$ cat src/rtl/i2c_target.sv
// I2C target with an EEPROM-style register file: a write sets the register
// pointer and stores data bytes, a read returns bytes starting at the pointer.
// SCL/SDA are oversampled on clk_25MHz; SDA is driven open-drain (low only).
module i2c_target #(
    parameter logic [6:0]  DEV_ADDR = 7'h50,
    parameter int unsigned DEPTH    = 256,
    parameter logic [7:0]  INIT_VAL = 8'h00
) (
    input  logic       clk_25MHz,
    input  logic       reset,
    input  logic       scl_i,
    input  logic       sda_i,
    output logic       sda_oe,
    output logic       wr_strobe,
    output logic [7:0] wr_addr,
    output logic [7:0] wr_data,
    output logic       busy
);

    localparam int unsigned AW       = (DEPTH > 1) ? $clog2(DEPTH) : 1;
    localparam logic [7:0]  PTR_MASK = 8'(DEPTH - 1);

    typedef enum logic [3:0] {
        IDLE,
        ADDR,
        ADDR_ACK,
        REG,
        REG_ACK,
        WDATA,
        WDATA_ACK,
        RDATA,
        RDATA_ACK,
        IGNORE
    } state_t;

    state_t     state, state_n;
    logic [7:0] ptr, ptr_n;
    logic [3:0] bit_cnt, bit_cnt_n;
    logic [7:0] shreg, shreg_n;
    logic [7:0] tx, tx_n;
    logic       sda_oe_n, busy_n, wr_strobe_n;
    logic [7:0] wr_addr_n, wr_data_n;
    logic       mem_we;
    logic [7:0] mem [DEPTH];
    logic [7:0] mem_rd;

    logic scl_s1, scl_s2, scl_d;
    logic sda_s1, sda_s2, sda_d;
    logic scl_rise, scl_fall, sda_rise, sda_fall;
    logic start_c, stop_c;

    // Two-stage synchronizers plus history flops; reset to an idle (high) bus
    always_ff @(posedge clk_25MHz) begin
        if (reset) begin
            scl_s1 <= 1'b1;
            scl_s2 <= 1'b1;
            scl_d  <= 1'b1;
            sda_s1 <= 1'b1;
            sda_s2 <= 1'b1;
            sda_d  <= 1'b1;
        end else begin
            scl_s1 <= scl_i;
            scl_s2 <= scl_s1;
            scl_d  <= scl_s2;
            sda_s1 <= sda_i;
            sda_s2 <= sda_s1;
            sda_d  <= sda_s2;
        end
    end

    // Single-cycle edge events and bus conditions
    always_comb begin
        scl_rise = scl_s2 & ~scl_d;
        scl_fall = ~scl_s2 & scl_d;
        sda_rise = sda_s2 & ~sda_d;
        sda_fall = ~sda_s2 & sda_d;
        start_c  = sda_fall & scl_s2;
        stop_c   = sda_rise & scl_s2;
    end

    assign mem_rd = mem[ptr[AW-1:0]];

    // Register file; written only on a completed data byte
    always_ff @(posedge clk_25MHz) begin
        if (reset) begin
            for (int unsigned i = 0; i < DEPTH; i++) begin
                mem[AW'(i)] <= INIT_VAL;
            end
        end else if (mem_we) begin
            mem[ptr[AW-1:0]] <= shreg;
        end
    end

    // State and output registers
    always_ff @(posedge clk_25MHz) begin
        if (reset) begin
            state     <= IDLE;
            ptr       <= 8'h00;
            bit_cnt   <= 4'd0;
            shreg     <= 8'h00;
            tx        <= 8'h00;
            sda_oe    <= 1'b0;
            busy      <= 1'b0;
            wr_strobe <= 1'b0;
            wr_addr   <= 8'h00;
            wr_data   <= 8'h00;
        end else begin
            state     <= state_n;
            ptr       <= ptr_n;
            bit_cnt   <= bit_cnt_n;
            shreg     <= shreg_n;
            tx        <= tx_n;
            sda_oe    <= sda_oe_n;
            busy      <= busy_n;
            wr_strobe <= wr_strobe_n;
            wr_addr   <= wr_addr_n;
            wr_data   <= wr_data_n;
        end
    end

    // Next-state and output decode; START/STOP override everything else
    always_comb begin
        state_n     = state;
        ptr_n       = ptr;
        bit_cnt_n   = bit_cnt;
        shreg_n     = shreg;
        tx_n        = tx;
        sda_oe_n    = sda_oe;
        busy_n      = busy;
        wr_strobe_n = 1'b0;
        wr_addr_n   = wr_addr;
        wr_data_n   = wr_data;
        mem_we      = 1'b0;

        case (state)
            IDLE: begin
                sda_oe_n = 1'b0;
            end
            ADDR, REG, WDATA: begin
                if (scl_rise) begin
                    shreg_n   = {shreg[6:0], sda_s2};
                    bit_cnt_n = bit_cnt + 4'd1;
                end else if (scl_fall && bit_cnt == 4'd8) begin
                    if (state == ADDR) begin
                        if (shreg[7:1] == DEV_ADDR) begin
                            sda_oe_n = 1'b1;
                            busy_n   = 1'b1;
                            state_n  = ADDR_ACK;
                        end else begin
                            state_n  = IGNORE;
                        end
                    end else if (state == REG) begin
                        ptr_n    = shreg & PTR_MASK;
                        sda_oe_n = 1'b1;
                        state_n  = REG_ACK;
                    end else begin
                        mem_we      = 1'b1;
                        wr_strobe_n = 1'b1;
                        wr_addr_n   = ptr;
                        wr_data_n   = shreg;
                        ptr_n       = (ptr + 8'd1) & PTR_MASK;
                        sda_oe_n    = 1'b1;
                        state_n     = WDATA_ACK;
                    end
                end
            end
            ADDR_ACK: begin
                if (scl_fall) begin
                    bit_cnt_n = 4'd0;
                    if (shreg[0]) begin
                        tx_n     = mem_rd;
                        sda_oe_n = ~mem_rd[7];
                        state_n  = RDATA;
                    end else begin
                        sda_oe_n = 1'b0;
                        state_n  = REG;
                    end
                end
            end
            REG_ACK, WDATA_ACK: begin
                if (scl_fall) begin
                    sda_oe_n  = 1'b0;
                    bit_cnt_n = 4'd0;
                    state_n   = WDATA;
                end
            end
            RDATA: begin
                if (scl_rise) begin
                    bit_cnt_n = bit_cnt + 4'd1;
                end else if (scl_fall) begin
                    if (bit_cnt == 4'd8) begin
                        sda_oe_n = 1'b0;
                        state_n  = RDATA_ACK;
                    end else begin
                        tx_n     = {tx[6:0], 1'b0};
                        sda_oe_n = ~tx[6];
                    end
                end
            end
            RDATA_ACK: begin
                if (scl_rise) begin
                    ptr_n = (ptr + 8'd1) & PTR_MASK;
                    if (sda_s2) begin
                        busy_n  = 1'b0;
                        state_n = IGNORE;
                    end
                end else if (scl_fall) begin
                    bit_cnt_n = 4'd0;
                    tx_n      = mem_rd;
                    sda_oe_n  = ~mem_rd[7];
                    state_n   = RDATA;
                end
            end
            IGNORE: begin
                sda_oe_n = 1'b0;
            end
            default: begin
                sda_oe_n = 1'b0;
                state_n  = IDLE;
            end
        endcase

        if (stop_c) begin
            state_n     = IDLE;
            sda_oe_n    = 1'b0;
            busy_n      = 1'b0;
            bit_cnt_n   = 4'd0;
            mem_we      = 1'b0;
            wr_strobe_n = 1'b0;
        end
        if (start_c) begin
            state_n     = ADDR;
            sda_oe_n    = 1'b0;
            busy_n      = 1'b0;
            bit_cnt_n   = 4'd0;
            mem_we      = 1'b0;
            wr_strobe_n = 1'b0;
        end
    end

endmodule

$ cat config.mk
export PLATFORM = sky130hd
export DESIGN_NAME = i2c_target
export DESIGN_NICKNAME = d
export VERILOG_FILES = /design/src/rtl/i2c_target.sv
export SDC_FILE = /design/constraint.sdc
export NUM_CORES = 2
export LEC_CHECK = 0
export CAP_MARGIN = 15
export CORE_ASPECT_RATIO = 0.6
export CORE_MARGIN = 1
export CORE_UTILIZATION = 54
export DETAILED_ROUTE_END_ITERATION = 12
export PLACE_DENSITY = 0.72
export SYNTH_ARGS = -nofsm -noshare
export SYNTH_HDL_FRONTEND = slang
export SYNTH_SLANG_ARGS = --single-unit
$ cat constraint.sdc
create_clock -name clk_25MHz -period 3 [get_ports clk_25MHz]
set_input_delay 0.9 -clock clk_25MHz [delete_from_list [all_inputs] [get_ports clk_25MHz]]
set_output_delay 0.9 -clock clk_25MHz [all_outputs]
set_load 0.01 [all_outputs]
Word-level counts from Yosys, hierarchy flattened --
Memories as Yosys holds them, arrays and structs flattened. A register that Yosys moved wholly into a read port is not among the register bits. Cells that the tools add are included.
Storage, ports and cells: register bits after elaboration 56, bits in writable memories 2048, input port bits 4, output and inout port bits 19, memories 1
Operators by class: add/subtract/negate cells 2, eq/ne operators 41, muxes and demuxes 71, bitwise operators 16, reductions and logical operators 21
Memory list:
- mem | depth 256, width 8, read ports 1, clocked after memory_dff 1, write ports 256, line 44 | logic [7:0] mem [DEPTH];
Operators by type and width (count):
- $mux 8 | 9
- $mux 4 | 15
- $mux 7 | 7
- $mux 1 | 32
- $ne 2x2->1 const B | 16
- $ne 4x4->1 const B | 7
- $pmux 4 s6 | 1
- $pmux 7 s3 | 1
- $reduce_and 10->1 | 2
- $eq 4x3->1 const B | 4
- $pmux 8 s2 | 1
- $eq 4x4->1 const B | 3
- $pmux 4 s3 | 1
- $ne 5x5->1 const B | 2
- $not 1->1 | 10
- $reduce_and 5->1 | 2
- $ne 3x3->1 const B | 3
- $reduce_and 9->1 | 1
- $reduce_or 3->1 | 3
- $add 8x1->8 const B | 1
- $eq 4x2->1 const B | 2
- $reduce_and 8->1 | 1
- $reduce_or 8->1 | 1
- $eq 7x7->1 const B | 1
- other kinds (18) | 25

Longest topological paths before layout --
word-level depth 13, mapped depth 13, depth with buffers taken out 9

Worst setup path after synthesis --
Ideal clock, no wire load.
path type input port to flip-flop, from input port reset, to memory mem[124][0], enable pin, arrival 2.755 ns, data required time 2.674 ns, setup slack -0.081 ns, cell stages on the path 9, cell sequence clkbuf_1 -> a21o_2 -> buf_6 -> or2_1 -> buf_2 -> nor2_1 -> clkbuf_1 -> buf_2 -> a21o_1
RTL lines:
- start, declared | line 10 | input logic reset,
- end, declared | line 44

==> results.sh <==
export IMPL_outcome="finished with violations"
export IMPL_violations="negative setup slack"
export IMPL_cts_sinks=2112
export IMPL_crit_path_start_kind="flop"
export IMPL_timing_fmax_mhz=333
export IMPL_setup_ws_ps=-3.63
export IMPL_cts_buffers=192
export IMPL_core_area_sq_um=182000
export IMPL_drt_pre_antenna_iters=6
export IMPL_initialDrtViolationCount=10100
export IMPL_drive_gt1_share_pct=24.7
export IMPL_synth_seq_area_share_pct=63.1
export IMPL_period_share_pct=100
export IMPL_dieHeight_um=335
export IMPL_setup_violations=1
export IMPL_antenna_found_initial=10
export IMPL_skew_ps=84.0
export IMPL_final_cell_mix="edfxtp_1, and3_1, buf_4, mux4_2, and2_1"
export IMPL_postLayoutCoreUtil_pct=62.4
export IMPL_wire_per_inst_um=30.6
export IMPL_p_per_area_nw_per_um2=549
export IMPL_cts_tree="done"
export IMPL_via_per_inst=6.78
export IMPL_syn_cell_area_sq_um=99600
export IMPL_vias=64000
export IMPL_area_growth_pct=14.2
export IMPL_path_max_fanout=16
export IMPL_synthFlopType="edfxtp_1"
export IMPL_nFillCells=12900
export IMPL_drv_slew=0
export IMPL_synthArstFlopShare_pct=0
export IMPL_min_path_type="input port to flop"
export IMPL_post_route_drc_count=0
export IMPL_htree_num_levels=4
export IMPL_avgSynthCellArea_sq_um=14.8
export IMPL_io_buffers=22
export IMPL_grt_usage_pct=30.8
export IMPL_cap_viol_max_count=0
export IMPL_clkLatencyLatePin_ps=890
export IMPL_nets=6846
export IMPL_ir_worst_vdd_v=0.000507
export IMPL_ys_types=84
export IMPL_min_from="reset"
export IMPL_grt_ovfl_total=0
export IMPL_dp_hpwl_um=182000
export IMPL_grt_max_degree=189
export IMPL_ioPinCount=23
export IMPL_arrival_ps=3720
export IMPL_path_clk_slew_ps=70
export IMPL_syn_num_nets=6745
export IMPL_synth_seq_cells=2112
export IMPL_reg2regPathDepth=8
export IMPL_worst_pin_slew_ps=1150
export IMPL_syn_inst=6733
export IMPL_grt_pass1_vias=60800
export IMPL_place_ws_ps=-336
export IMPL_critPathKind="flop to flop"
export IMPL_drt_total_wl_um=289000
export IMPL_rsz0062_at_grt="true"
export IMPL_leakage_nw=47.4
export IMPL_hold_viol=0
export IMPL_relSlewSlack_pct=23.6
export IMPL_crit_reg2reg_capture="tx[2]"
export IMPL_cts_root_buf="clkbuf_16"
export IMPL_cp_required_ps=3720
export IMPL_yosys_warnings=0
export IMPL_synth_edf_count=2048
export IMPL_dieArea_sq_um=186000
export IMPL_rows=121
export IMPL_whs_endpoint="sda_oe"
export IMPL_finalCriticalPeriod_ps=3000
export IMPL_final_common_cell="edfxtp_1"
export IMPL_whs_ps=490
export IMPL_hold_depth=4
export IMPL_gp_congestion=0.926
export IMPL_cts_hold_buf=0
export IMPL_start_util_pct=54.6
export IMPL_die_w_um=556
export IMPL_rrSetupSlack_ps=-4
export IMPL_ant_nets=0
export IMPL_clockBufferDepth=4
export IMPL_cp_end_kind="flop"
export IMPL_grt_pass1_wl_um=423000
## cell type report
type	count	area, sq um	share of cell area (%)
well taps	2460	3080	2.71
multi-input cells	3706	32900	28.9
inverters	13	48.8	0.0429
repair buffers	809	8500	7.48
clock inverters	111	1250	1.10
clock buffers	233	5050	4.44
flip-flops and latches	2112	62800	55.3
diodes	5	12.5	0.0110
## stage by stage
step / cell area (sq um) / TNS (ps) / power (mW) / cells
global route: 114000 / -174 / 63.8 / 9444
floorplan: 99700 / -87730 / 35.9 / 6733
finish: 114000 / -3.63 / 62.4 / 9449
global placement: 107000 / -1430 / 37.4 / 9065
detailed placement: 107000 / -845 / 37.5 / 9066
CTS: 113000 / -9.64 / 62.4 / 9416
## registers in the layout (all words and copies together) (netlist names), 4 cells and up, named ones only
name	cells
tx	7
shreg	8
state	4
ptr	8
wr_data	8
bit_cnt	4
mem	2048
wr_addr	8
## where the power goes
group / internal (mW) / switching (mW) / total [mW]
logic: 1.49 / 1.87 / 3.36
clock network: 14.2 / 11.2 / 25.5
registers: 33.2 / 0.403 / 33.6
total: 48.9 / 13.5 / 62.4
## cell usage after synthesis, drive strengths merged, types with 8 or more instances
cell type	n	area share (%)
edfxtp	2048	62
a221oi	18	0.16
inv	13	0.049
nor2b	26	0.16
ha	8	0.10
clkbuf	721	2.8
dfxtp	64	1.3
mux2i	133	1.3
nand2b	14	0.088
nand2	68	0.26
or3	10	0.063
mux4	493	11
nand4	13	0.082
a22oi	77	0.58
a21oi	36	0.18
a21o	226	1.7
and3	1796	11
mux2	42	0.48
a2111oi	17	0.16
a31oi	15	0.094
or2	47	0.30
o22ai	18	0.11
buf	178	1.4
nand3	43	0.22
o2111ai	9	0.079
o21ai	37	0.19
nor2	133	0.72
nor3	25	0.14
a22o	31	0.28
and2	263	1.7
a211oi	32	0.24
## cell families (layout without fill, tap and decap cells)
group | after synthesis | count (layout) | share of synthesized area [%]
adders and majority gates | 8 | 8 | 0.101
other | 0 | 5 | 0
xor gates and xnor gates | 2 | 2 | 0.0176
and+or+nand+nor | 2458 | 2458 | 15.1
DFF | 2112 | 2112 | 63.1
muxes | 668 | 668 | 13.1
AOI/OAI and AO/OA | 570 | 570 | 4.25
buffers and inverters | 915 | 1166 | 4.32
## critical path, cell delays in order (launching register included)
cell and delay [ps]:
dfxtp_4 490, buf_12 230, nor2_2 800, buf_4 360, a22oi_1 190, a31oi_4 300, buf_4 180, o221a_2 230
a211oi_1 90
## repair_timing
| item | CTS | global route |
|---|---|---|
| gates resized for setup | 15 | 27 |
| cloned | 1 | 2 |
| pin swaps | 1 | 3 |
| endpoints found under the setup margin | 5 | 22 |
| buffers inserted | 5 | 29 |
## worst max path at each step
stage / to / slack (ps) / cells after the start
2_1_floorplan: mem[124][0] / -80 / 9
6_report: tx[2] / -4 / 8
3_3_place_gp: tx[0] / -660 / 11
4_1_cts: tx[2] / -10 / 9
5_1_grt: sda_oe / -60 / 12
3_5_place_dp: tx[2] / -340 / 9
## per-layer routing
layer / GRT usage [%] / wire [um] / up-vias / share of wire [%]
met1: 46.7 / 114000 / 32400 / 40
met4: 7.14 / 7270 / 6 / 2.5
met3: 9.54 / 43700 / 481 / 15
met2: 43.4 / 124000 / 4678 / 43
met5: 0 / 37 / - / 0.013
li1: - / - / 26400 / -
Power figures use the tool's default switching activity.
